**config.mk**
```make
export PLATFORM = sky130hd
export DESIGN_NAME = id_hazard_sequencer_flat
export DESIGN_NICKNAME = d
export VERILOG_FILES = /design/src/rtl/id_hazard_sequencer_pkg.sv /design/src/rtl/id_hazard_sequencer_if.sv /design/src/rtl/id_hazard_sequencer_need_calc.sv /design/src/rtl/id_hazard_sequencer.sv /design/src/flat_wrapper.sv
export SDC_FILE = /design/constraint.sdc
export NUM_CORES = 1
export LEC_CHECK = 0
export BUFFER_PORTS_ARGS = -buffer_cell sky130_fd_sc_hd__clkbuf_2
export CORE_MARGIN = 3
export CORE_UTILIZATION = 30
export CTS_CLUSTER_SIZE = 10
export DETAILED_ROUTE_END_ITERATION = 12
export PLACE_DENSITY = 0.71
export SETUP_SLACK_MARGIN = 0.1
export SKIP_CTS_REPAIR_TIMING = 1
export SLEW_MARGIN = 10
export SYNTH_ARGS = -nofsm -noshare
export SYNTH_HDL_FRONTEND = slang
export SYNTH_HIERARCHICAL = 1
export SYNTH_SLANG_ARGS = --single-unit
```
**constraint.sdc**
```tcl
create_clock -name clk -period 4.15 [get_ports clk]
set_input_delay 1.0375 -clock clk [delete_from_list [all_inputs] [get_ports clk]]
set_output_delay 1.0375 -clock clk [all_outputs]
set_load 0.05 [all_outputs]
```
**src/rtl/id_hazard_sequencer_pkg.sv**
```systemverilog
// Shared types and constants for the ID-stage hazard sequencer.
// Holds the sequencer state encoding, default parameters and the
// register-match helper used by the hazard need calculation.
package id_hazard_sequencer_pkg;

    typedef enum logic [1:0] {
        ST_RUN    = 2'd0,
        ST_STALL  = 2'd1,
        ST_DRAIN  = 2'd2,
        ST_HALTED = 2'd3
    } state_t;

    localparam int DRAIN_CYCLES_DEF = 4;
    localparam int CNT_W_DEF        = 32;

    localparam logic [1:0] NEED_NONE = 2'd0;
    localparam logic [1:0] NEED_ONE  = 2'd1;
    localparam logic [1:0] NEED_TWO  = 2'd2;

    // A producer destination hits the ID consumer when it names rs, or rt
    // when the instruction actually reads rt. $0 is hardwired and never hits.
    function automatic logic src_match(input logic [4:0] dst,
                                       input logic [4:0] rs,
                                       input logic [4:0] rt,
                                       input logic       uses_rt);
        return (dst != 5'd0) && ((dst == rs) || (uses_rt && (dst == rt)));
    endfunction

endpackage

```
**src/rtl/id_hazard_sequencer_if.sv**
```systemverilog
// Handshake bundle between the pipeline datapath and the hazard sequencer.
// master: the pipeline side driving ID/EX/MEM info and consuming controls.
// slave:  the sequencer.
interface id_hazard_sequencer_if #(
    parameter int CNT_W = 32
) ();
    logic             enable;
    logic [4:0]       if_id_rs;
    logic [4:0]       if_id_rt;
    logic             if_id_is_branch;
    logic             if_id_uses_rt;
    logic             if_id_halt;
    logic             branch_taken;
    logic [4:0]       id_ex_rt;
    logic [4:0]       id_ex_rd_dst;
    logic             id_ex_mem_read;
    logic             id_ex_reg_write;
    logic [4:0]       ex_m_rd;
    logic             ex_m_mem_read;

    logic             pc_write;
    logic             if_id_write;
    logic             id_ex_bubble;
    logic             if_id_flush;
    logic             halted;
    logic [CNT_W-1:0] stall_count;

    modport master (
        output enable, if_id_rs, if_id_rt, if_id_is_branch, if_id_uses_rt,
               if_id_halt, branch_taken, id_ex_rt, id_ex_rd_dst,
               id_ex_mem_read, id_ex_reg_write, ex_m_rd, ex_m_mem_read,
        input  pc_write, if_id_write, id_ex_bubble, if_id_flush, halted,
               stall_count
    );

    modport slave (
        input  enable, if_id_rs, if_id_rt, if_id_is_branch, if_id_uses_rt,
               if_id_halt, branch_taken, id_ex_rt, id_ex_rd_dst,
               id_ex_mem_read, id_ex_reg_write, ex_m_rd, ex_m_mem_read,
        output pc_write, if_id_write, id_ex_bubble, if_id_flush, halted,
               stall_count
    );
endinterface

```
**src/rtl/id_hazard_sequencer_need_calc.sv**
```systemverilog
// Combinational hazard need for the instruction sitting in ID.
// need=2: branch waiting on a load still in EX (two bubbles).
// need=1: load-use in EX, or branch waiting on an ALU result in EX or a
//         load in EX/MEM (one bubble, re-evaluated next cycle).
module hazard_need_calc
    import id_hazard_sequencer_pkg::*;
(
    input  logic [4:0] i_rs,
    input  logic [4:0] i_rt,
    input  logic       i_uses_rt,
    input  logic       i_is_branch,
    input  logic [4:0] i_id_ex_rt,
    input  logic [4:0] i_id_ex_rd_dst,
    input  logic       i_id_ex_mem_read,
    input  logic       i_id_ex_reg_write,
    input  logic [4:0] i_ex_m_rd,
    input  logic       i_ex_m_mem_read,
    output logic [1:0] o_need
);
    logic w_ex_load_hit;
    logic w_ex_alu_hit;
    logic w_m_load_hit;

    assign w_ex_load_hit = i_id_ex_mem_read  && src_match(i_id_ex_rt,     i_rs, i_rt, i_uses_rt);
    assign w_ex_alu_hit  = i_id_ex_reg_write && src_match(i_id_ex_rd_dst, i_rs, i_rt, i_uses_rt);
    assign w_m_load_hit  = i_ex_m_mem_read   && src_match(i_ex_m_rd,      i_rs, i_rt, i_uses_rt);

    // Priority-ordered hazard classification
    always_comb begin
        o_need = NEED_NONE;
        if (i_is_branch && w_ex_load_hit)
            o_need = NEED_TWO;
        else if (w_ex_load_hit)
            o_need = NEED_ONE;
        else if (i_is_branch && w_ex_alu_hit)
            o_need = NEED_ONE;
        else if (i_is_branch && w_m_load_hit)
            o_need = NEED_ONE;
    end
endmodule

```
**src/rtl/id_hazard_sequencer.sv**
```systemverilog
// ID-stage hazard sequencer: stalls on load-use and branch-in-ID hazards,
// flushes IF/ID on taken branches, and drains the pipeline on halt.
// Control outputs are combinational from state and ID/EX info so a stall
// or flush takes effect in the same cycle the hazard is seen.
// Optional macro HAZARD_PERF_CNT_EN builds a saturating stall counter;
// without it stall_count is tied to zero.
module id_hazard_sequencer
    import id_hazard_sequencer_pkg::*;
#(
    parameter int DRAIN_CYCLES = DRAIN_CYCLES_DEF,
    parameter int CNT_W        = CNT_W_DEF
) (
    input  logic                  clk,
    input  logic                  reset,
    id_hazard_sequencer_if.slave  bus
);
    localparam int CNT_BITS = $clog2(DRAIN_CYCLES + 1);

    state_t              r_state;
    logic [CNT_BITS-1:0] r_cnt;
    logic [1:0]          w_need_raw;
    logic [1:0]          w_need;
    logic                w_stall;
    logic [CNT_W-1:0]    w_stall_count;

    hazard_need_calc u_need (
        .i_rs              (bus.if_id_rs),
        .i_rt              (bus.if_id_rt),
        .i_uses_rt         (bus.if_id_uses_rt),
        .i_is_branch       (bus.if_id_is_branch),
        .i_id_ex_rt        (bus.id_ex_rt),
        .i_id_ex_rd_dst    (bus.id_ex_rd_dst),
        .i_id_ex_mem_read  (bus.id_ex_mem_read),
        .i_id_ex_reg_write (bus.id_ex_reg_write),
        .i_ex_m_rd         (bus.ex_m_rd),
        .i_ex_m_mem_read   (bus.ex_m_mem_read),
        .o_need            (w_need_raw)
    );

    // Hazards only matter while the front end is free-running
    assign w_need = (r_state == ST_RUN) ? w_need_raw : NEED_NONE;

    // Same-cycle control decode; reset dominates, then the enable freeze
    always_comb begin
        bus.pc_write     = 1'b0;
        bus.if_id_write  = 1'b0;
        bus.id_ex_bubble = 1'b0;
        bus.if_id_flush  = 1'b0;
        w_stall          = 1'b0;
        if (reset) begin
            bus.id_ex_bubble = 1'b1;
        end else if (bus.enable) begin
            case (r_state)
                ST_RUN: begin
                    if (w_need != NEED_NONE) begin
                        // stall wins over both branch flush and halt
                        bus.id_ex_bubble = 1'b1;
                        w_stall          = 1'b1;
                    end else if (bus.if_id_halt) begin
                        // halt moves on to EX; squash whatever was fetched behind it
                        bus.if_id_flush  = 1'b1;
                    end else begin
                        bus.pc_write     = 1'b1;
                        bus.if_id_write  = 1'b1;
                        bus.if_id_flush  = bus.if_id_is_branch && bus.branch_taken;
                    end
                end
                ST_STALL: begin
                    bus.id_ex_bubble = 1'b1;
                    w_stall          = 1'b1;
                end
                default: begin
                    // DRAIN and HALTED keep the front end parked
                    bus.id_ex_bubble = 1'b1;
                end
            endcase
        end
    end

    assign bus.halted = !reset && (r_state == ST_HALTED);

    // Sequencer FSM: multi-cycle stall and drain countdowns
    always_ff @(posedge clk) begin
        if (reset) begin
            r_state <= ST_RUN;
            r_cnt   <= '0;
        end else if (bus.enable) begin
            case (r_state)
                ST_RUN: begin
                    if (w_need == NEED_TWO) begin
                        r_state <= ST_STALL;
                        r_cnt   <= CNT_BITS'(1);
                    end else if ((w_need == NEED_NONE) && bus.if_id_halt) begin
                        // a one-cycle drain goes straight to HALTED
                        r_state <= (DRAIN_CYCLES <= 1) ? ST_HALTED : ST_DRAIN;
                        r_cnt   <= CNT_BITS'(DRAIN_CYCLES - 1);
                    end
                end
                ST_STALL: begin
                    if (r_cnt <= CNT_BITS'(1)) begin
                        r_state <= ST_RUN;
                        r_cnt   <= '0;
                    end else begin
                        r_cnt   <= r_cnt - CNT_BITS'(1);
                    end
                end
                ST_DRAIN: begin
                    if (r_cnt <= CNT_BITS'(1)) begin
                        r_state <= ST_HALTED;
                        r_cnt   <= '0;
                    end else begin
                        r_cnt   <= r_cnt - CNT_BITS'(1);
                    end
                end
                default: begin
                    r_state <= ST_HALTED;
                end
            endcase
        end
    end

`ifdef HAZARD_PERF_CNT_EN
    logic [CNT_W-1:0] r_stall_count;

    // Count enabled stall cycles, sticking at all-ones
    always_ff @(posedge clk) begin
        if (reset)
            r_stall_count <= '0;
        else if (w_stall && (r_stall_count != {CNT_W{1'b1}}))
            r_stall_count <= r_stall_count + CNT_W'(1);
    end

    assign w_stall_count = reset ? '0 : r_stall_count;
`else
    logic w_unused_stall;
    assign w_unused_stall = w_stall;
    assign w_stall_count  = '0;
`endif

    assign bus.stall_count = w_stall_count;

endmodule

```
**src/flat_wrapper.sv**
```systemverilog
// flat-port wrapper written by rule: the top's interface ports become plain ports
module id_hazard_sequencer_flat import id_hazard_sequencer_pkg::*;
#(
    parameter int DRAIN_CYCLES = DRAIN_CYCLES_DEF,
    parameter int CNT_W        = CNT_W_DEF
)
  (clk, reset, bus_enable, bus_if_id_rs, bus_if_id_rt, bus_if_id_is_branch, bus_if_id_uses_rt, bus_if_id_halt, bus_branch_taken, bus_id_ex_rt, bus_id_ex_rd_dst, bus_id_ex_mem_read, bus_id_ex_reg_write, bus_ex_m_rd, bus_ex_m_mem_read, bus_pc_write, bus_if_id_write, bus_id_ex_bubble, bus_if_id_flush, bus_halted, bus_stall_count);
  id_hazard_sequencer_if #(.CNT_W(CNT_W)) bus_i ();
  input  logic clk;
  input  logic reset;
  input wire logic [$bits(bus_i.enable)-1:0] bus_enable;
  input wire logic [$bits(bus_i.if_id_rs)-1:0] bus_if_id_rs;
  input wire logic [$bits(bus_i.if_id_rt)-1:0] bus_if_id_rt;
  input wire logic [$bits(bus_i.if_id_is_branch)-1:0] bus_if_id_is_branch;
  input wire logic [$bits(bus_i.if_id_uses_rt)-1:0] bus_if_id_uses_rt;
  input wire logic [$bits(bus_i.if_id_halt)-1:0] bus_if_id_halt;
  input wire logic [$bits(bus_i.branch_taken)-1:0] bus_branch_taken;
  input wire logic [$bits(bus_i.id_ex_rt)-1:0] bus_id_ex_rt;
  input wire logic [$bits(bus_i.id_ex_rd_dst)-1:0] bus_id_ex_rd_dst;
  input wire logic [$bits(bus_i.id_ex_mem_read)-1:0] bus_id_ex_mem_read;
  input wire logic [$bits(bus_i.id_ex_reg_write)-1:0] bus_id_ex_reg_write;
  input wire logic [$bits(bus_i.ex_m_rd)-1:0] bus_ex_m_rd;
  input wire logic [$bits(bus_i.ex_m_mem_read)-1:0] bus_ex_m_mem_read;
  output wire logic [$bits(bus_i.pc_write)-1:0] bus_pc_write;
  output wire logic [$bits(bus_i.if_id_write)-1:0] bus_if_id_write;
  output wire logic [$bits(bus_i.id_ex_bubble)-1:0] bus_id_ex_bubble;
  output wire logic [$bits(bus_i.if_id_flush)-1:0] bus_if_id_flush;
  output wire logic [$bits(bus_i.halted)-1:0] bus_halted;
  output wire logic [$bits(bus_i.stall_count)-1:0] bus_stall_count;
  assign bus_i.enable = bus_enable;
  assign bus_i.if_id_rs = bus_if_id_rs;
  assign bus_i.if_id_rt = bus_if_id_rt;
  assign bus_i.if_id_is_branch = bus_if_id_is_branch;
  assign bus_i.if_id_uses_rt = bus_if_id_uses_rt;
  assign bus_i.if_id_halt = bus_if_id_halt;
  assign bus_i.branch_taken = bus_branch_taken;
  assign bus_i.id_ex_rt = bus_id_ex_rt;
  assign bus_i.id_ex_rd_dst = bus_id_ex_rd_dst;
  assign bus_i.id_ex_mem_read = bus_id_ex_mem_read;
  assign bus_i.id_ex_reg_write = bus_id_ex_reg_write;
  assign bus_i.ex_m_rd = bus_ex_m_rd;
  assign bus_i.ex_m_mem_read = bus_ex_m_mem_read;
  assign bus_pc_write = bus_i.pc_write;
  assign bus_if_id_write = bus_i.if_id_write;
  assign bus_id_ex_bubble = bus_i.id_ex_bubble;
  assign bus_if_id_flush = bus_i.if_id_flush;
  assign bus_halted = bus_i.halted;
  assign bus_stall_count = bus_i.stall_count;
  id_hazard_sequencer #(.DRAIN_CYCLES(DRAIN_CYCLES), .CNT_W(CNT_W)) u_core (.clk(clk), .reset(reset), .bus(bus_i));
endmodule
```
**After elaboration in Yosys (flattened, before gate mapping)**

Cells that the tools add are included.

- Add/sub/neg operators: 1
- Magnitude comparators: 1
- Reduce and logical (&&, ||, !) cells: 29
- Muxes and demuxes: 28
- Eq/ne operators: 13

Operator list:

| cell | number |
|---|---|
| $eq 5x5->1 | 6 |
| $mux 1 | 17 |
| $logic_and 1x1->1 | 15 |
| $reduce_bool 5->1 | 3 |
| $mux 2 | 6 |
| $mux 3 | 3 |
| $eq 2x2->1 const B | 3 |
| $pmux 2 s3 | 1 |
| $pmux 3 s2 | 1 |
| $logic_not 2->1 | 2 |
| $ne 2x1->1 const B | 2 |
| $reduce_and 4->1 | 1 |
| $reduce_bool 2->1 | 2 |
| $le 3x1->1 const B | 1 |
| $logic_or 1x1->1 | 3 |
| $ne 3x3->1 const B | 1 |
| $reduce_and 3->1 | 1 |
| $sub 3x1->3 const B | 1 |
| $eq 2x1->1 const B | 1 |
| $reduce_or 2->1 | 1 |
| $logic_not 1->1 | 1 |

- Logic and storage cells: 74
- Bits of input ports: 35
- Flip-flop bits (word level): 5

**Longest topological paths before layout**

- Depth in word-level cells: 16
- Gate-level depth with buffers: 9

**Cells and area by module**

Netlist, hierarchy kept.

Modules (own cells, without submodules):

| module | times used | cells an instance | area an instance (um2) |
|---|---|---|---|
| id_hazard_sequencer | 1 | 89 | 698.2 |
| hazard_need_calc | 1 | 55 | 422.9 |

**Least setup slack after synthesis**

Ideal clock, no wire load.

- Path type: input to output
- From: input port bus_id_ex_rt[3]
- To: output port bus_pc_write
- Data arrival time: 3749 ps
- Path buffers: 1
- Cell stages on the path: 8
- Setup slack: -637 ps
- Cells stage by stage: or4_1 -> o21a_1 -> nand3_2 -> a21bo_1 -> or3_1 -> or3b_1 -> nor2_1 -> buf_4

- Longest elaborated chain between the ends: 13
- Elaborated cells between the ends (all ways): 16

RTL lines:

| element | line | source |
|---|---|---|
| from (decl) | flat_wrapper.sv:18 | `input wire logic [$bits(bus_i.id_ex_rt)-1:0] bus_id_ex_rt;` |
| $eq 5x5->1 | id_hazard_sequencer_pkg.sv:26 | `return (dst != 5'd0) && ((dst == rs) \|\| (uses_rt && (dst == rt)));` |
| $logic_and 1x1->1 | id_hazard_sequencer_pkg.sv:26 |  |
| $logic_or 1x1->1 | id_hazard_sequencer_pkg.sv:26 |  |
| $logic_and 1x1->1 * | id_hazard_sequencer_pkg.sv:26 |  |
| $logic_and 1x1->1 * | id_hazard_sequencer_need_calc.sv:24 | `assign w_ex_load_hit = i_id_ex_mem_read && src_match(i_id_ex_rt, i_rs, i_rt, i_uses_rt);` |
| $mux 1 / $logic_and 1x1->1 (equally long branches) | id_hazard_sequencer_need_calc.sv:33, id_hazard_sequencer_need_calc.sv:31 |  |
| $mux 2 * | id_hazard_sequencer_need_calc.sv:31 | `if (i_is_branch && w_ex_load_hit)` |
| named net u_core.w_need_raw[0] | id_hazard_sequencer.sv:21 | `logic [1:0] w_need_raw;` |
| $mux 2 * | id_hazard_sequencer.sv:41 | `assign w_need = (r_state == ST_RUN) ? w_need_raw : NEED_NONE;` |
| $reduce_bool 2->1 * | id_hazard_sequencer.sv:55 | `if (w_need != NEED_NONE) begin` |
| $mux 1 * (4 in series) | n/a |  |
| to (decl) | flat_wrapper.sv:24 | `output wire logic [$bits(bus_i.pc_write)-1:0] bus_pc_write;` |

Mark *: on every way through the listed nets, which the timed path passes. The rest lies on a longest branch.

**Worst setup path after layout**

- From: input port bus_id_ex_rt[3]
- To: output port bus_pc_write

- Longest elaborated chain between the ends: 13
- Elaborated cells between the ends (all ways): 16

RTL lines:

| element | line | source |
|---|---|---|
| $eq 5x5->1 | id_hazard_sequencer_pkg.sv:26 |  |
| $logic_and 1x1->1 | id_hazard_sequencer_pkg.sv:26 |  |
| $logic_or 1x1->1 | id_hazard_sequencer_pkg.sv:26 |  |
| $logic_and 1x1->1 * | id_hazard_sequencer_pkg.sv:26 |  |
| $logic_and 1x1->1 * | id_hazard_sequencer_need_calc.sv:24 |  |
| $mux 1 / $logic_and 1x1->1 (equally long branches) | id_hazard_sequencer_need_calc.sv:33, id_hazard_sequencer_need_calc.sv:31 |  |
| $mux 2 * | id_hazard_sequencer_need_calc.sv:31 |  |
| named net u_core.w_need_raw[0] | id_hazard_sequencer.sv:21 |  |
| $mux 2 * | id_hazard_sequencer.sv:41 |  |
| $reduce_bool 2->1 * | id_hazard_sequencer.sv:55 |  |
| $mux 1 * | id_hazard_sequencer.sv:55 |  |
| $mux 1 * | id_hazard_sequencer.sv:53 | `case (r_state)` |
| $mux 1 * | id_hazard_sequencer.sv:52 | `end else if (bus.enable) begin` |
| $mux 1 * | id_hazard_sequencer.sv:50 | `if (reset) begin` |

Marks and branches as above.

==> run_results.csv <==
group,metric,value,unit
layout,drive_gt1_share,37.8,%
logic_synthesis,avgSynthCellArea,7.79,sq um
clock_tree,root_buffer,"clkbuf_8",
global_route,grt_pass1_wl,3950,um
logic_synthesis,ys_seq_area_share,8.93,%
floorplanning,rows,21,
status,violations,"setup timing",
clock_tree,cts_buffers,3,
timing,skew,0.00257,ns
logic_synthesis,synth_flop_cell,"dfxtp_1",
pwr,intPower,0.207,mW
detailed_routing,drc,0,
detailed_routing,finalWirelength,2570,um
global_route,overflow,0,
detailed_routing,vias,1073,
layout,register_area,100,sq um
layout,multiInputGateArea,893,sq um
layout,diodes,0,
floorplanning,core_area,0.00347,sq mm
placed_design,io_buffers,39,
timing,hold_viol,0,
layout,stdcell_area,0.00148,sq mm
pwr,pwr_density_cell,266,mW/mm^2
status,outcome,"finished with violations",
clock_tree,cts_tree,"done",
pwr,switching_share,47.4,%
floorplanning,die_y,67.1,um
pwr,power.share.combinational,61.2,%
detailed_routing,viasPerCell,4.34,
worst_setup_path,critPathBufInv,3,
pwr,p_leak,0.755,nW
global_route,grtUsageTotal,10.8,%
timing,max_freq,232,MHz
floorplanning,io_pins,72,
worst_setup_path,crit_start,"bus_id_ex_rt[3]",
worst_setup_path,endpoint_kind,"primary output",
worst_setup_path,critical_path_arrival,3.28,ns
logic_synthesis,yosysWarnings,6,
pwr,power,0.394,mW
layout,final_cell_mix,"clkbuf_2 (35), conb_1 (32), xor2_1 (18)",
floorplanning,dieArea,0.00451,sq mm
placed_design,gp_congestion,0.815,
worst_setup_path,path_delay_family,"simple AND/OR/NAND/NOR gates",
timing,finalWorstSetupSlack,-0.166,ns
global_route,grt_max_degree,10,
pwr,switching_power,0.187,mW
timing,final-setup-viol-count,3,
detailed_routing,postRouteAntennaNets,0,
clock_tree,clk_path_buf_depth,2,
detailed_routing,wl_per_cell,10.4,um
worst_setup_path,crit_path_start_kind,"primary input",
layout,syn2layout_area_growth,32.3,%
timing,fin_hold_ws,0.537,ns
timing,rsz0062_at_grt,"yes",
clock_tree,worstSkewPairLatency,0.22,ns
clock_tree,clkTransAtPathRegs,0.04,ns
timing,min_period,4.32,ns
placed_design,dp_hpwl,2160,um
clock_tree,numClockSinks,5,
worst_setup_path,cpMaxStageDelayCell,"or4_4",
logic_synthesis,synthArstFlopShare,0,%
global_route,antenna_found_initial,0,
layout,fillers,356,
worst_setup_path,slowest_delay,0.51,ns
pwr,vdd_drop_max,214,uV
logic_synthesis,synthCells,144,
layout,num-nets-final,244,
pwr,clockPowerShare,22.8,%
global_route,grt_pass1_vias,978,
worst_setup_path,cp_cell_sequence,"buf_6 -> or4_4 -> o21a_1 -> nand3_2 -> a21bo_1 -> or3_4 -> or3b_4 -> nor2_4 -> buf_6 -> buf_12",
worst_setup_path,timing.rr.start,"u_core/r_state[0]",
detailed_routing,drt_first_pass_iters,4,
worst_setup_path,crit_top_cell,"buf_6",
worst_setup_path,required,3.11,ns
layout,final_common_cell,"clkbuf_2",
job,maxCapViolCount,0,
logic_synthesis,ys_ff_latch,5,
timing,tns,-0.432,ns
logic_synthesis,synth_edf_count,0,
placed_design,dpl_cell_area,0.00139,sq mm
timing,drv_slew,0,
detailed_routing,initialDrtViolationCount,43,
worst_setup_path,path_max_fanout,3,
min_path,min_path_type,"reg2reg",
timing,min_period_over_period,104,%
logic_synthesis,synthDistinctLibCells,42,
worst_setup_path,critPathKind,"in2out",
min_path,min_from,"u_core/r_cnt[0]",
floorplanning,die_w,67.1,um
logic_synthesis,netlist_area,0.00112,sq mm
floorplanning,floorplan.initialDensity,32.3,%
pwr,seqPwrFrac,16.0,%
clock_tree,cts.htree.levels,1,
## worst register-to-register path: cells and delay by family, from the launching register on
kind / cells / cell delay (ns)
AOI/OAI and AO/OA: 3 / 0.84
adders and majority gates: 1 / 0.26
buffers and inverters: 1 / 0.10
DFF: 1 / 0.37
## registers in the layout, summed over array words and instances, names as in the netlist
register and cells:
u_core/r_cnt 3, u_core/r_state 2
## cell type report
type	instances	area share, %
multi-input cells	128	60.3
repair buffers	56	24.1
flip-flops and latches	5	6.75
well taps	46	3.88
clock buffers	4	3.04
inverters	8	2.03
## per-stage QoR
step / setup WS (ns) / util [%] / cells
4_1_cts: -0.229 / 41.2 / 246
3_5_place_dp: -0.221 / 39.9 / 242
6_report: -0.166 / 42.7 / 247
3_3_place_gp: -0.182 / 39.9 / 242
2_1_floorplan: -0.180 / - / 175
5_1_grt: -0.240 / 42.7 / 247
## synthesized netlist by cell type (2+ instances only)
cell type | instances | area share [%]
xor2_1 | 18 | 14
dfxtp_1 | 5 | 8.9
nor4_1 | 2 | 1.1
nor3_1 | 2 | 0.89
nor2b_1 | 2 | 1.1
buf_4 | 33 | 22
nor2_1 | 9 | 3.0
a21oi_1 | 4 | 1.8
xnor2_1 | 12 | 9.4
or4_1 | 3 | 2.0
nand2b_1 | 2 | 1.1
inv_1 | 7 | 2.3
o22ai_1 | 2 | 1.1
o21ai_0 | 5 | 2.2
a32oi_1 | 2 | 1.6
ha_1 | 7 | 7.8
nand2_1 | 4 | 1.3
## path summary, 6_finish.rpt
kind              cells past startpoint  slack, ns         endpoint
hold reg to reg                       2       0.54  u_core/r_cnt[0]
setup / recovery                     10      -0.17     bus_pc_write
setup reg to reg                      5       2.48  u_core/r_cnt[2]
hold / removal                        2       0.54  u_core/r_cnt[0]
## power by group through the flow
stage,Sequential [mW],Clock [mW],Combinational [mW]
floorplan,0.0623,0,0.195
global placement,0.0637,0,0.228
detailed placement,0.0641,0,0.231
CTS,0.0635,0.0923,0.233
global route,0.0640,0.0964,0.262
finish,0.0632,0.0897,0.241
## cells by family after synthesis
kind of cell	count (synthesis)	share of synthesized area (%)
compound gates	26	17.3
xor+xnor	30	23.4
fa+ha+maj	7	7.81
buf+inv	42	25.2
flops	5	8.93
mux	1	0.893
other cells	1	0.335
simple gates	32	16.1
## routing by layer
layer | share of wire (%) | vias to the layer above | global-route usage [%]
met5 | 0 | - | 0
met3 | 8.4 | 0 | 2.00
met1 | 43 | 488 | 13.3
li1 | - | 539 | -
met4 | 0 | 0 | 1.27
met2 | 49 | 46 | 20.0
Power figures use the tool's default switching activity.
